[config.mk]
export PLATFORM = sky130hd
export DESIGN_NAME = id_ex_pipe_reg
export DESIGN_NICKNAME = d
export VERILOG_FILES = /design/src/rtl/id_ex_pipe_reg.sv
export SDC_FILE = /design/constraint.sdc
export NUM_CORES = 1
export LEC_CHECK = 0
export CORE_ASPECT_RATIO = 1.75
export CORE_MARGIN = 5
export CORE_UTILIZATION = 35
export CTS_CLUSTER_DIAMETER = 100
export CTS_CLUSTER_SIZE = 20
export DETAILED_ROUTE_END_ITERATION = 8
export GPL_ROUTABILITY_DRIVEN = 1
export PLACE_DENSITY = 0.78
export SETUP_SLACK_MARGIN = 0.4
export SLEW_MARGIN = 20
export SYNTH_ARGS = -nofsm -noshare
export SYNTH_HDL_FRONTEND = slang
export SYNTH_SLANG_ARGS = --single-unit
[constraint.sdc]
create_clock -name clk -period 2.91 [get_ports clk]
set_input_delay 0.291 -clock clk [delete_from_list [all_inputs] [get_ports clk]]
set_output_delay 0.291 -clock clk [all_outputs]
set_load 0.02 [all_outputs]
[src/rtl/id_ex_pipe_reg.sv]
// rtl/id_ex_pipe_reg.sv - ID/EX pipeline register with load-use bubble, flush and stall hold
// Optional perf counters enabled by defining ID_EX_PERF_CNT_EN.
module id_ex_pipe_reg #(
    parameter int XLEN    = 32,
    parameter int RADDR_W = 5,
    parameter int CNT_W   = 32
) (
    input  logic               clk,
    input  logic               rst_n,
    input  logic               id_valid,
    input  logic [1:0]         id_alu_op,
    input  logic               id_funct7,
    input  logic [2:0]         id_funct3,
    input  logic               id_alu_src,
    input  logic               id_mem_read,
    input  logic               id_mem_write,
    input  logic               id_reg_write,
    input  logic               id_mem_to_reg,
    input  logic               id_branch,
    input  logic [XLEN-1:0]    id_rs1_data,
    input  logic [XLEN-1:0]    id_rs2_data,
    input  logic [XLEN-1:0]    id_imm,
    input  logic [XLEN-1:0]    id_pc,
    input  logic [RADDR_W-1:0] id_rs1,
    input  logic [RADDR_W-1:0] id_rs2,
    input  logic [RADDR_W-1:0] id_rd,
    input  logic               flush,
    input  logic               ex_stall,
    output logic               ex_valid,
    output logic [1:0]         ex_alu_op,
    output logic               ex_funct7,
    output logic [2:0]         ex_funct3,
    output logic               ex_alu_src,
    output logic               ex_mem_read,
    output logic               ex_mem_write,
    output logic               ex_reg_write,
    output logic               ex_mem_to_reg,
    output logic               ex_branch,
    output logic [XLEN-1:0]    ex_rs1_data,
    output logic [XLEN-1:0]    ex_rs2_data,
    output logic [XLEN-1:0]    ex_imm,
    output logic [XLEN-1:0]    ex_pc,
    output logic [RADDR_W-1:0] ex_rs1,
    output logic [RADDR_W-1:0] ex_rs2,
    output logic [RADDR_W-1:0] ex_rd,
    output logic               hazard_stall
`ifdef ID_EX_PERF_CNT_EN
    ,
    output logic [CNT_W-1:0]   perf_bubble_cnt,
    output logic [CNT_W-1:0]   perf_flush_cnt
`endif
);

    logic w_load_use;
    logic w_bubble;

    // A load writing x0 produces nothing to wait for.
    assign w_load_use = ex_valid & ex_mem_read & (ex_rd != '0) & id_valid &
                        ((ex_rd == id_rs1) | (ex_rd == id_rs2));
    assign hazard_stall = w_load_use | ex_stall;
    assign w_bubble     = flush | w_load_use;

    always_ff @(posedge clk or negedge rst_n) begin
        if (!rst_n) begin
            ex_valid      <= 1'b0;
            ex_alu_op     <= 2'b00;
            ex_funct7     <= 1'b0;
            ex_funct3     <= 3'b000;
            ex_alu_src    <= 1'b0;
            ex_mem_read   <= 1'b0;
            ex_mem_write  <= 1'b0;
            ex_reg_write  <= 1'b0;
            ex_mem_to_reg <= 1'b0;
            ex_branch     <= 1'b0;
            ex_rs1_data   <= '0;
            ex_rs2_data   <= '0;
            ex_imm        <= '0;
            ex_pc         <= '0;
            ex_rs1        <= '0;
            ex_rs2        <= '0;
            ex_rd         <= '0;
        end else if (!ex_stall) begin
            ex_funct7     <= id_funct7;
            ex_funct3     <= id_funct3;
            ex_alu_src    <= id_alu_src;
            ex_rs1_data   <= id_rs1_data;
            ex_rs2_data   <= id_rs2_data;
            ex_imm        <= id_imm;
            ex_pc         <= id_pc;
            ex_rs1        <= id_rs1;
            ex_rs2        <= id_rs2;
            ex_rd         <= id_rd;
            // Flush outranks load-use, but both leave the same bubble behind.
            if (w_bubble) begin
                ex_valid      <= 1'b0;
                ex_alu_op     <= 2'b00;
                ex_mem_read   <= 1'b0;
                ex_mem_write  <= 1'b0;
                ex_reg_write  <= 1'b0;
                ex_mem_to_reg <= 1'b0;
                ex_branch     <= 1'b0;
            end else begin
                ex_valid      <= id_valid;
                ex_alu_op     <= id_alu_op;
                ex_mem_read   <= id_mem_read;
                ex_mem_write  <= id_mem_write;
                ex_reg_write  <= id_reg_write;
                ex_mem_to_reg <= id_mem_to_reg;
                ex_branch     <= id_branch;
            end
        end
    end

`ifdef ID_EX_PERF_CNT_EN
    always_ff @(posedge clk or negedge rst_n) begin
        if (!rst_n) begin
            perf_bubble_cnt <= '0;
            perf_flush_cnt  <= '0;
        end else if (!ex_stall) begin
            if (flush && (perf_flush_cnt != {CNT_W{1'b1}}))
                perf_flush_cnt <= perf_flush_cnt + 1'b1;
            if (!flush && w_load_use && (perf_bubble_cnt != {CNT_W{1'b1}}))
                perf_bubble_cnt <= perf_bubble_cnt + 1'b1;
        end
    end
`else
    logic [CNT_W-1:0] w_unused_cnt;
    assign w_unused_cnt = '0;
`endif

endmodule

Word-level counts from Yosys, hierarchy flattened --
Index checks and enable logic that the tools add are counted.
Cells by class: shift-type cells 0, equal/unequal tests 2, bitwise operators 7, multiply operators 0, divide/modulo/power cells 0, reduce and logical (&&, ||, !) cells 1, mux-type cells 7, $add $sub $neg 0, $lt $le $gt $ge 0
Operators with widths (number):
- 5-bit == test | 2
- 1-bit 2-to-1 mux | 6
- 5-bit nonzero test | 1
- 1-bit bitwise AND | 4
- 1-bit OR | 3
- 2-bit 2-to-1 mux | 1
Word-level totals: logic and storage cells 34, ROM bits 0, input port bits 160, register bits after elaboration 156, RAM bits 0, latch bits 0, memories kept 0, output and inout port bits 157

Logic depth before layout (Yosys ltp) --
Gate-level depths: netlist (run 1).
depth in word-level cells 6, mapped depth 5, depth with buffers taken out 4

Worst setup path after synthesis (run 1) --
No wires, ideal clock.
path type register to output, start point register ex_rd[3], end point output hazard_stall, required time 2619 ps, arrival 1624 ps, stages on the path, launching flop included 5, setup slack 995 ps, path buffers 0, cells stage by stage dfrtp_1 -> or4_4 -> o2111ai_4 -> inv_1 -> a21o_1
On the way: word-level cells in the longest chain between the ends 5, elaborated cells between the ends (all ways) 8, classes of those cells eq/ne: 2; bitwise: 5; reduce/logical: 1
Ends and longest elaborated chain:
- start, declared | line 45 | output logic [RADDR_W-1:0] ex_rd,
- start signal, assigned | line 92 | ex_rd <= id_rd;
- 5-bit nonzero test | line 58 | assign w_load_use = ex_valid & ex_mem_read & (ex_rd != '0) & id_valid &
- 1-bit bitwise AND (2 in series) | line 58
- 1-bit bitwise AND * | line 58
- 1-bit OR * | line 60 | assign hazard_stall = w_load_use | ex_stall;
- end, declared | line 46 | output logic hazard_stall
Mark *: on every way between the ends. The rest lies on a longest branch, timed or not.

Final worst setup path (run 1) --
Same ends and word-level chain as after synthesis.

==> results of run 1 <==
==> stage by stage <==
step                hold slack [ns]  worst slack, ns  util [%]
detailed placement            0.284            0.511      55.7
global route                  0.429            0.512      59.3
finish                        0.404            0.594      59.3
global placement              0.279            0.543      55.7
floorplan                  -0.00459            0.995         -
CTS                           0.416            0.407      59.3
==> layout make-up <==
cell class	instances	share of cell area (%)
tap	227	2.84
clock inverter	15	1.76
timing repair buffer	322	32.3
multi-input combinational	192	19.8
sequential	156	39.0
clock buffer	17	4.25
inverter	1	0.0375
==> metal layers <==
metal  vias to the layer above  global-route usage, %
li1                       1946                      -
met1                      2122                   17.4
met2                       210                   32.1
met3                        35                   6.87
met4                         0                   7.13
met5                         -                      0
==> cell usage after synthesis <==
cell                        instances
sky130_fd_sc_hd__a21o_1             1
sky130_fd_sc_hd__a22oi_1            1
sky130_fd_sc_hd__a32oi_1            7
sky130_fd_sc_hd__buf_2             12
sky130_fd_sc_hd__clkbuf_1           7
sky130_fd_sc_hd__dfrtp_1          156
sky130_fd_sc_hd__inv_1              1
sky130_fd_sc_hd__mux2_2           148
sky130_fd_sc_hd__nand2_1            9
sky130_fd_sc_hd__nand3_1            2
sky130_fd_sc_hd__nor2_1             1
sky130_fd_sc_hd__nor3b_1            1
sky130_fd_sc_hd__o2111ai_4          1
sky130_fd_sc_hd__o21ai_0            6
sky130_fd_sc_hd__o21ai_1            2
sky130_fd_sc_hd__o22ai_1            1
sky130_fd_sc_hd__or3b_2             1
sky130_fd_sc_hd__or4_4              1
sky130_fd_sc_hd__xnor2_1           10
==> worst max path at each step <==
stage	startpoint	endpoint	slack, ns	depth (start not counted)
global route	ex_rd[3]	hazard_stall	0.51	5
CTS	ex_rd[4]	hazard_stall	0.41	5
finish	ex_rd[3]	hazard_stall	0.59	5
detailed placement	ex_rd[3]	hazard_stall	0.51	5
global placement	ex_rd[3]	hazard_stall	0.54	5
floorplan	ex_rd[3]	hazard_stall	1.0	4
==> logic make-up (layout without fill, tap and decap cells) <==
| family | after synthesis | after routing |
|---|---|---|
| DFF | 156 | 156 |
| muxes | 148 | 148 |
| buffers and inverters | 20 | 355 |
| AOI/OAI and AO/OA | 19 | 19 |
| and+or+nand+nor | 15 | 15 |
| xor gates and xnor gates | 10 | 10 |
==> worst max-delay path: cells and delay by family, from the launching register on <==
| kind | cells | cell delay (ns) |
|---|---|---|
| simple gates | 1 | 0.56 |
| flops | 1 | 0.44 |
| buf+inv | 2 | 0.21 |
| compound gates | 2 | 0.40 |
==> cells in the final DEF (no fill, tap or decap), drive strengths merged <==
cell type,synthesis,final
clkdlybuf4s50,0,313
dlygate4sd3,0,1
xnor2,10,10
o22ai,1,1
inv,1,9
buf,12,7
clkinvlp,0,1
o21ai,8,8
bufinv,0,2
nor2,1,1
or4,1,1
clkinv,0,4
a32oi,7,7
a21o,1,1
mux2,148,148
o2111ai,1,1
or3b,1,1
clkbuf,7,18
nand3,2,2
nor3b,1,1
dfrtp,156,156
a22oi,1,1
nand2,9,9
==> power by group <==
| group | total [mW] | internal [mW] | switching (mW) |
|---|---|---|---|
| logic | 1.37 | 0.768 | 0.598 |
| clock network | 2.26 | 1.30 | 0.961 |
| registers | 2.52 | 2.39 | 0.133 |
| total | 6.15 | 4.46 | 1.69 |
==> what timing repair did <==
action,4_1_cts,5_1_grt
setup buffers,1,0
resized for setup,2,3
endpoints found under the hold margin,54,0
pin swaps,1,0
hold buffers,1,0
endpoints found under the setup margin,1,1
==> results.txt, run 1 <==
----------------------------------------------------
[Setup path]
  Element type at the critical path end ... output pin
  Highest fanout seen on the critical path ... 5
  Cell Chain, Critical Path ... or4_4 -> o2111ai_4 -> inv_1 -> a21o_1 -> clkbuf_2
  CP Class ... flop to output pin
  Startpoint class of the critical path ... flop
  Req. time, crit path ... 2.62 ns
  Reg-to-reg critical path endpoint ... ex_mem_write
  Setup slack on the worst flop-to-flop path ... 1.19 ns
  Worst reg2reg path depth ... 5
  Largest stage delay on the critical path ... 0.56 ns
  Critical Path AT ... 2.02 ns
  Worst flop-to-flop path startpoint ... ex_rd[3]
  Cell with the biggest individual delay on the critical path ... sky130_fd_sc_hd__or4_4

[Clocking]
  Depth of the CTS H-tree ... 4
  CTS Buffer Depth ... 2
  Sinks on Clock Net ... 156
  Clock edge transition at the registers on the reported setup and hold paths ... 0.07 ns
  CTS tree ... done
  CTS buffer count ... 17
  Clock latency on the worst-skew pair ... 0.42 ns
  Clock tree root driver cell ... sky130_fd_sc_hd__clkbuf_16

[Logic synthesis]
  Fraction of synthesized cell area in xor and xnor cells ... 1.47%
  Largest family of logic cells by synthesized area ... multiplexers
  Post-synthesis share of cell area spent on and, or, nand and nor gates ... 1.26%
  Post-Syn Nets ... 528
  Top cells by area in the synthesized netlist ... sky130_fd_sc_hd__dfrtp_1 65%, sky130_fd_sc_hd__mux2_2 28%, sky130_fd_sc_hd__xnor2_1 1.5%
  Share of Yosys cell area claimed by the top area cell type ... 65.4%
  Number of instances in the synthesized netlist ... 368
  Average footprint of a synthesized cell ... 16.2 um^2
  Warning count from the yosys run ... 0
  Share of synthesized area occupied by flip-flops and latches ... 65.4%
  Fraction of synthesized area in multiplexers ... 27.9%
  Synth Area in Compound Gates ... 2.49%
  Library cell occupying the most area in the post-synthesis netlist ... sky130_fd_sc_hd__dfrtp_1
  Distinct cells, synth ... 19
  Area of the mapped netlist ... 5970 um^2
  Number of storage elements in the synthesis netlist ... 156
  Synth Area in Adders ... 0%

[Floorplan]
  Effective utilization at floorplan ... 35.4%
  Cell Rows ... 63
  Area of the placeable core ... 16900 um^2
  Top-level I/O count ... 317
  Die area ... 19900 um^2
  Horizontal die dimension ... 109 um
  Die Y ... 183 um

[Routing]
  Sum of met3 wire segment lengths after detailed routing ... 1.63 mm
  First drt pass iteration count ... 4
  Average wire per standard cell ... 18.7 um
  Met2 routed wirelength ... 9.63 mm
  Vias after detailed routing ... 4313
  Wl on met1 ... 5.61 mm
  Average vias per placed instance ... 4.64
  Highest routed metal layer ... met4
  Final routed DRC violation total ... 0
  DRT antenna net count ... 0
  Total length of routed wires ... 17.4 mm
  First-iteration detailed-routing DRC count ... 82

[GRT]
  Global-route wire length before repair ... 26.7 mm
  Number of antenna violations at the first check in global routing ... 0
  Vias in the first global route ... 4891
  Total congestion overflow ... 0
  Total track usage ... 17.6%
  Largest net degree at the start of global routing ... 106

[Timing]
  Count of endpoints failing setup in the final report ... 0
  Final hold violation count ... 0
  Max Clock Skew ... 0.00498 ns
  Minimum clock period ... 2.32 ns
  Rel. slew slack ... 44.9%
  Post-route fraction of the period consumed by the critical path ... 79.6%
  Setup TNS ... 0 ns
  Unrepaired setup endpoints after global routing ... false
  FMAX ... 432 MHz
  Transition time at the pin with the least slew margin ... 0.824 ns
  Slew Viols, Final ... 0

[Place]
  Post-placement cell area ... 9390 um^2
  Total of buffers placed on input and output ports ... 316
  Number of placed instances, taps included ... 896
  Detailed Place HPWL ... 13.4 mm
  Routability congestion estimate from global placement ... 0.783

[Finish]
  Non-filler instance count after layout ... 930
  Filler cells ... 1376
  Final instance area ... 10000 um^2
  Layout-stage area growth over the synthesis result ... 67.6%
  Area of the multi-input gates ... 1980 um^2
  Combined flip-flop and latch cell area ... 3910 um^2
  Number of nets in the final layout ... 850
  Share of cells above drive strength 1 ... 27.5%
  Diode count ... 0

[Hold path]
  Type of the tightest min-delay check ... input port to async pin

[Power]
  Cell leakage power ... 4.07 nW
  Pwr per Cell Area ... 614 nW/um^2
  Pwr Total ... 6.15 mW
  Maximum ir drop on the vdd rail ... 0.378 mV

[Outcome]
  Result of the run ... finished clean

[Job]
  Max_cap viols ... 0

----------------------------------------------------
Power figures use the tool's default switching activity.
==> inputs of run 2 (changes only) <==
==> constraint.sdc (replaced) <==
create_clock -name clk -period 2.2 [get_ports clk]
set_input_delay 0.22 -clock clk [delete_from_list [all_inputs] [get_ports clk]]
set_output_delay 0.22 -clock clk [all_outputs]
set_load 0.02 [all_outputs]
==> results.txt, run 2 (synthesized netlist as in run 1, its figures left out) <==
----------------------------------------------------
[Finish]
  Final instance area ... 10100 um^2
  Share of cells above drive strength 1 ... 27.9%
  Number of nets in the final layout ... 857
  Commonest non-fill, non-tap cells in the layout ... 312 x sky130_fd_sc_hd__clkdlybuf4s50_1, 154 x sky130_fd_sc_hd__dfrtp_1, 148 x sky130_fd_sc_hd__mux2_2, 17 x sky130_fd_sc_hd__clkbuf_16, 10 x sky130_fd_sc_hd__xnor2_1
  Most common cell after layout, fill and taps aside ... sky130_fd_sc_hd__clkdlybuf4s50_1
  Filler cells ... 1407
  Layout-stage area growth over the synthesis result ... 68.3%
  Diode count ... 0
  Share of the core filled with cells in the final layout ... 59.6%

[Setup path]
  Critical Path AT ... 1.89 ns
  CP Class ... flop to output pin
  Element type at the critical path end ... output pin
  Cell Chain, Critical Path ... or4_4 -> o2111ai_4 -> inv_2 -> a21o_1 -> buf_6
  Highest fanout seen on the critical path ... 2
  Worst reg2reg path depth ... 6
  Cell with the biggest individual delay on the critical path ... sky130_fd_sc_hd__or4_4
  Largest stage delay on the critical path ... 0.52 ns
  Setup slack on the worst flop-to-flop path ... 0.51 ns
  Worst flop-to-flop path startpoint ... ex_rd[4]
  Startpoint class of the critical path ... flop
  Reg-to-reg critical path endpoint ... ex_mem_to_reg
  Req. time, crit path ... 1.98 ns

[Timing]
  Minimum clock period ... 2.11 ns
  Max Clock Skew ... 0.00632 ns
  Post-route fraction of the period consumed by the critical path ... 95.8%
  Transition time at the pin with the least slew margin ... 0.506 ns
  Unrepaired setup endpoints after global routing ... true
  Slew Viols, Final ... 0
  Rel. slew slack ... 66.3%
  Final hold violation count ... 0
  FMAX ... 475 MHz
  Least setup slack across all paths after layout ... 0.0926 ns
  Setup TNS ... 0 ns
  Count of endpoints failing setup in the final report ... 0

[Power]
  Combinational share of power ... 22.9%
  Pwr Total ... 8.02 mW
  Relative contribution of sequential cells to total power ... 41.5%
  Switching part of the total ... 26.7%
  Cell leakage power ... 4.08 nW
  Net switching power figure ... 2.14 mW
  Clock group share of total power ... 35.5%
  Maximum ir drop on the vdd rail ... 0.537 mV
  Internal power contribution ... 5.88 mW
  Pwr per Cell Area ... 797 nW/um^2

[GRT]
  Global-route wire length before repair ... 26.9 mm
  Vias in the first global route ... 4986
  Largest net degree at the start of global routing ... 91
  Total congestion overflow ... 0
  Total track usage ... 17.7%
  Number of antenna violations at the first check in global routing ... 0

[Floorplan]
  Area of the placeable core ... 16900 um^2
  Top-level I/O count ... 317
  Cell Rows ... 63
  Horizontal die dimension ... 109 um
  Die area ... 19900 um^2
  Effective utilization at floorplan ... 35.4%
  Die Y ... 183 um

[Place]
  Routability congestion estimate from global placement ... 0.768
  Total of buffers placed on input and output ports ... 316
  Post-placement cell area ... 9460 um^2
  DP Worst Slack ... -0.0384 ns
  Detailed Place HPWL ... 13.8 mm

[Clocking]
  CTS Buffer Depth ... 2
  CTS buffer count ... 17
  Clock latency on the worst-skew pair ... 0.40 ns
  Clock tree root driver cell ... sky130_fd_sc_hd__clkbuf_16
  Clock edge transition at the registers on the reported setup and hold paths ... 0.06 ns
  CTS tree ... done
  Sinks on Clock Net ... 156
  Depth of the CTS H-tree ... 4

[Job]
  Max_cap viols ... 0

[Routing]
  First drt pass iteration count ... 4
  First-iteration detailed-routing DRC count ... 87
  Average vias per placed instance ... 4.65
  DRT antenna net count ... 0
  Total length of routed wires ... 17.6 mm
  Average wire per standard cell ... 18.8 um
  Final routed DRC violation total ... 0
  Vias after detailed routing ... 4349

[Hold path]
  Min-delay src ... ex_stall
  Hold endpoint ... ex_mem_read
  WHS Path Cells ... 3
  Type of the tightest min-delay check ... input port to flop

[Outcome]
  Result of the run ... finished clean

----------------------------------------------------
[run 2: how the worst max path moves through the flow]
stage	start	end	slack [ns]
2_1_floorplan	ex_rd[3]	hazard_stall	0.39
3_3_place_gp	id_rs1[0]	hazard_stall	-0.03
3_5_place_dp	id_rs1[0]	hazard_stall	-0.04
4_1_cts	ex_rd[4]	hazard_stall	0.03
5_1_grt	ex_rd[4]	hazard_stall	0.03
6_report	ex_rd[4]	hazard_stall	0.09
[run 2: cell type report]
class                           count  area, um^2  share of cell area (%)
Inverter                            1        3.75                  0.0373
Clock inverter                     12         141                    1.41
Sequential cell                   156        3910                    38.9
Tap cell                          227         284                    2.83
Multi-Input combinational cell    192        1980                    19.7
Clock buffer                       19         433                    4.31
Timing Repair Buffer              329        3310                    32.9
[run 2: worst max-delay path: cells and delay by family (launching register included)]
family	cells	cell delay, ns
DFF	1	0.40
buffers and inverters	2	0.18
AOI/OAI and AO/OA	2	0.38
and+or+nand+nor	1	0.52
[run 2: power by group through the flow]
stage	sequential [mW]	combinational, mW	clock [mW]
after floorplan	3.73	0.390	0
after global placement	3.36	1.83	0
after detailed placement	3.38	1.86	0
after CTS	3.33	1.87	2.94
after global routing	3.36	1.94	3.08
final	3.33	1.84	2.85
[run 2: metrics by stage]
stage          cells  hold WS [ns]
2_1_floorplan    368       -0.0756
3_3_place_gp     903         0.186
3_5_place_dp     903         0.193
4_1_cts          936         0.244
5_1_grt          936         0.278
6_report         936         0.264
[run 2: routing by layer]
metal / vias up / GRT usage [%] / wire (um) / part of all wire, %
li1: 1965 / - / - / -
met1: 2142 / 17.3 / 5630 / 32
met2: 213 / 32.8 / 9780 / 56
met3: 29 / 7.08 / 1700 / 9.6
met4: 0 / 6.52 / 500 / 2.8
met5: - / 0 / 0 / 0
[run 2: timing repair]
item                                    in CTS  in global routing
buffers inserted                             1                  0
gates resized for setup                      6                  2
endpoints found under the setup margin       1                  2
pin swaps                                    3                  1
hold buffers                                 1                  0
endpoints found under the hold margin       45                  0
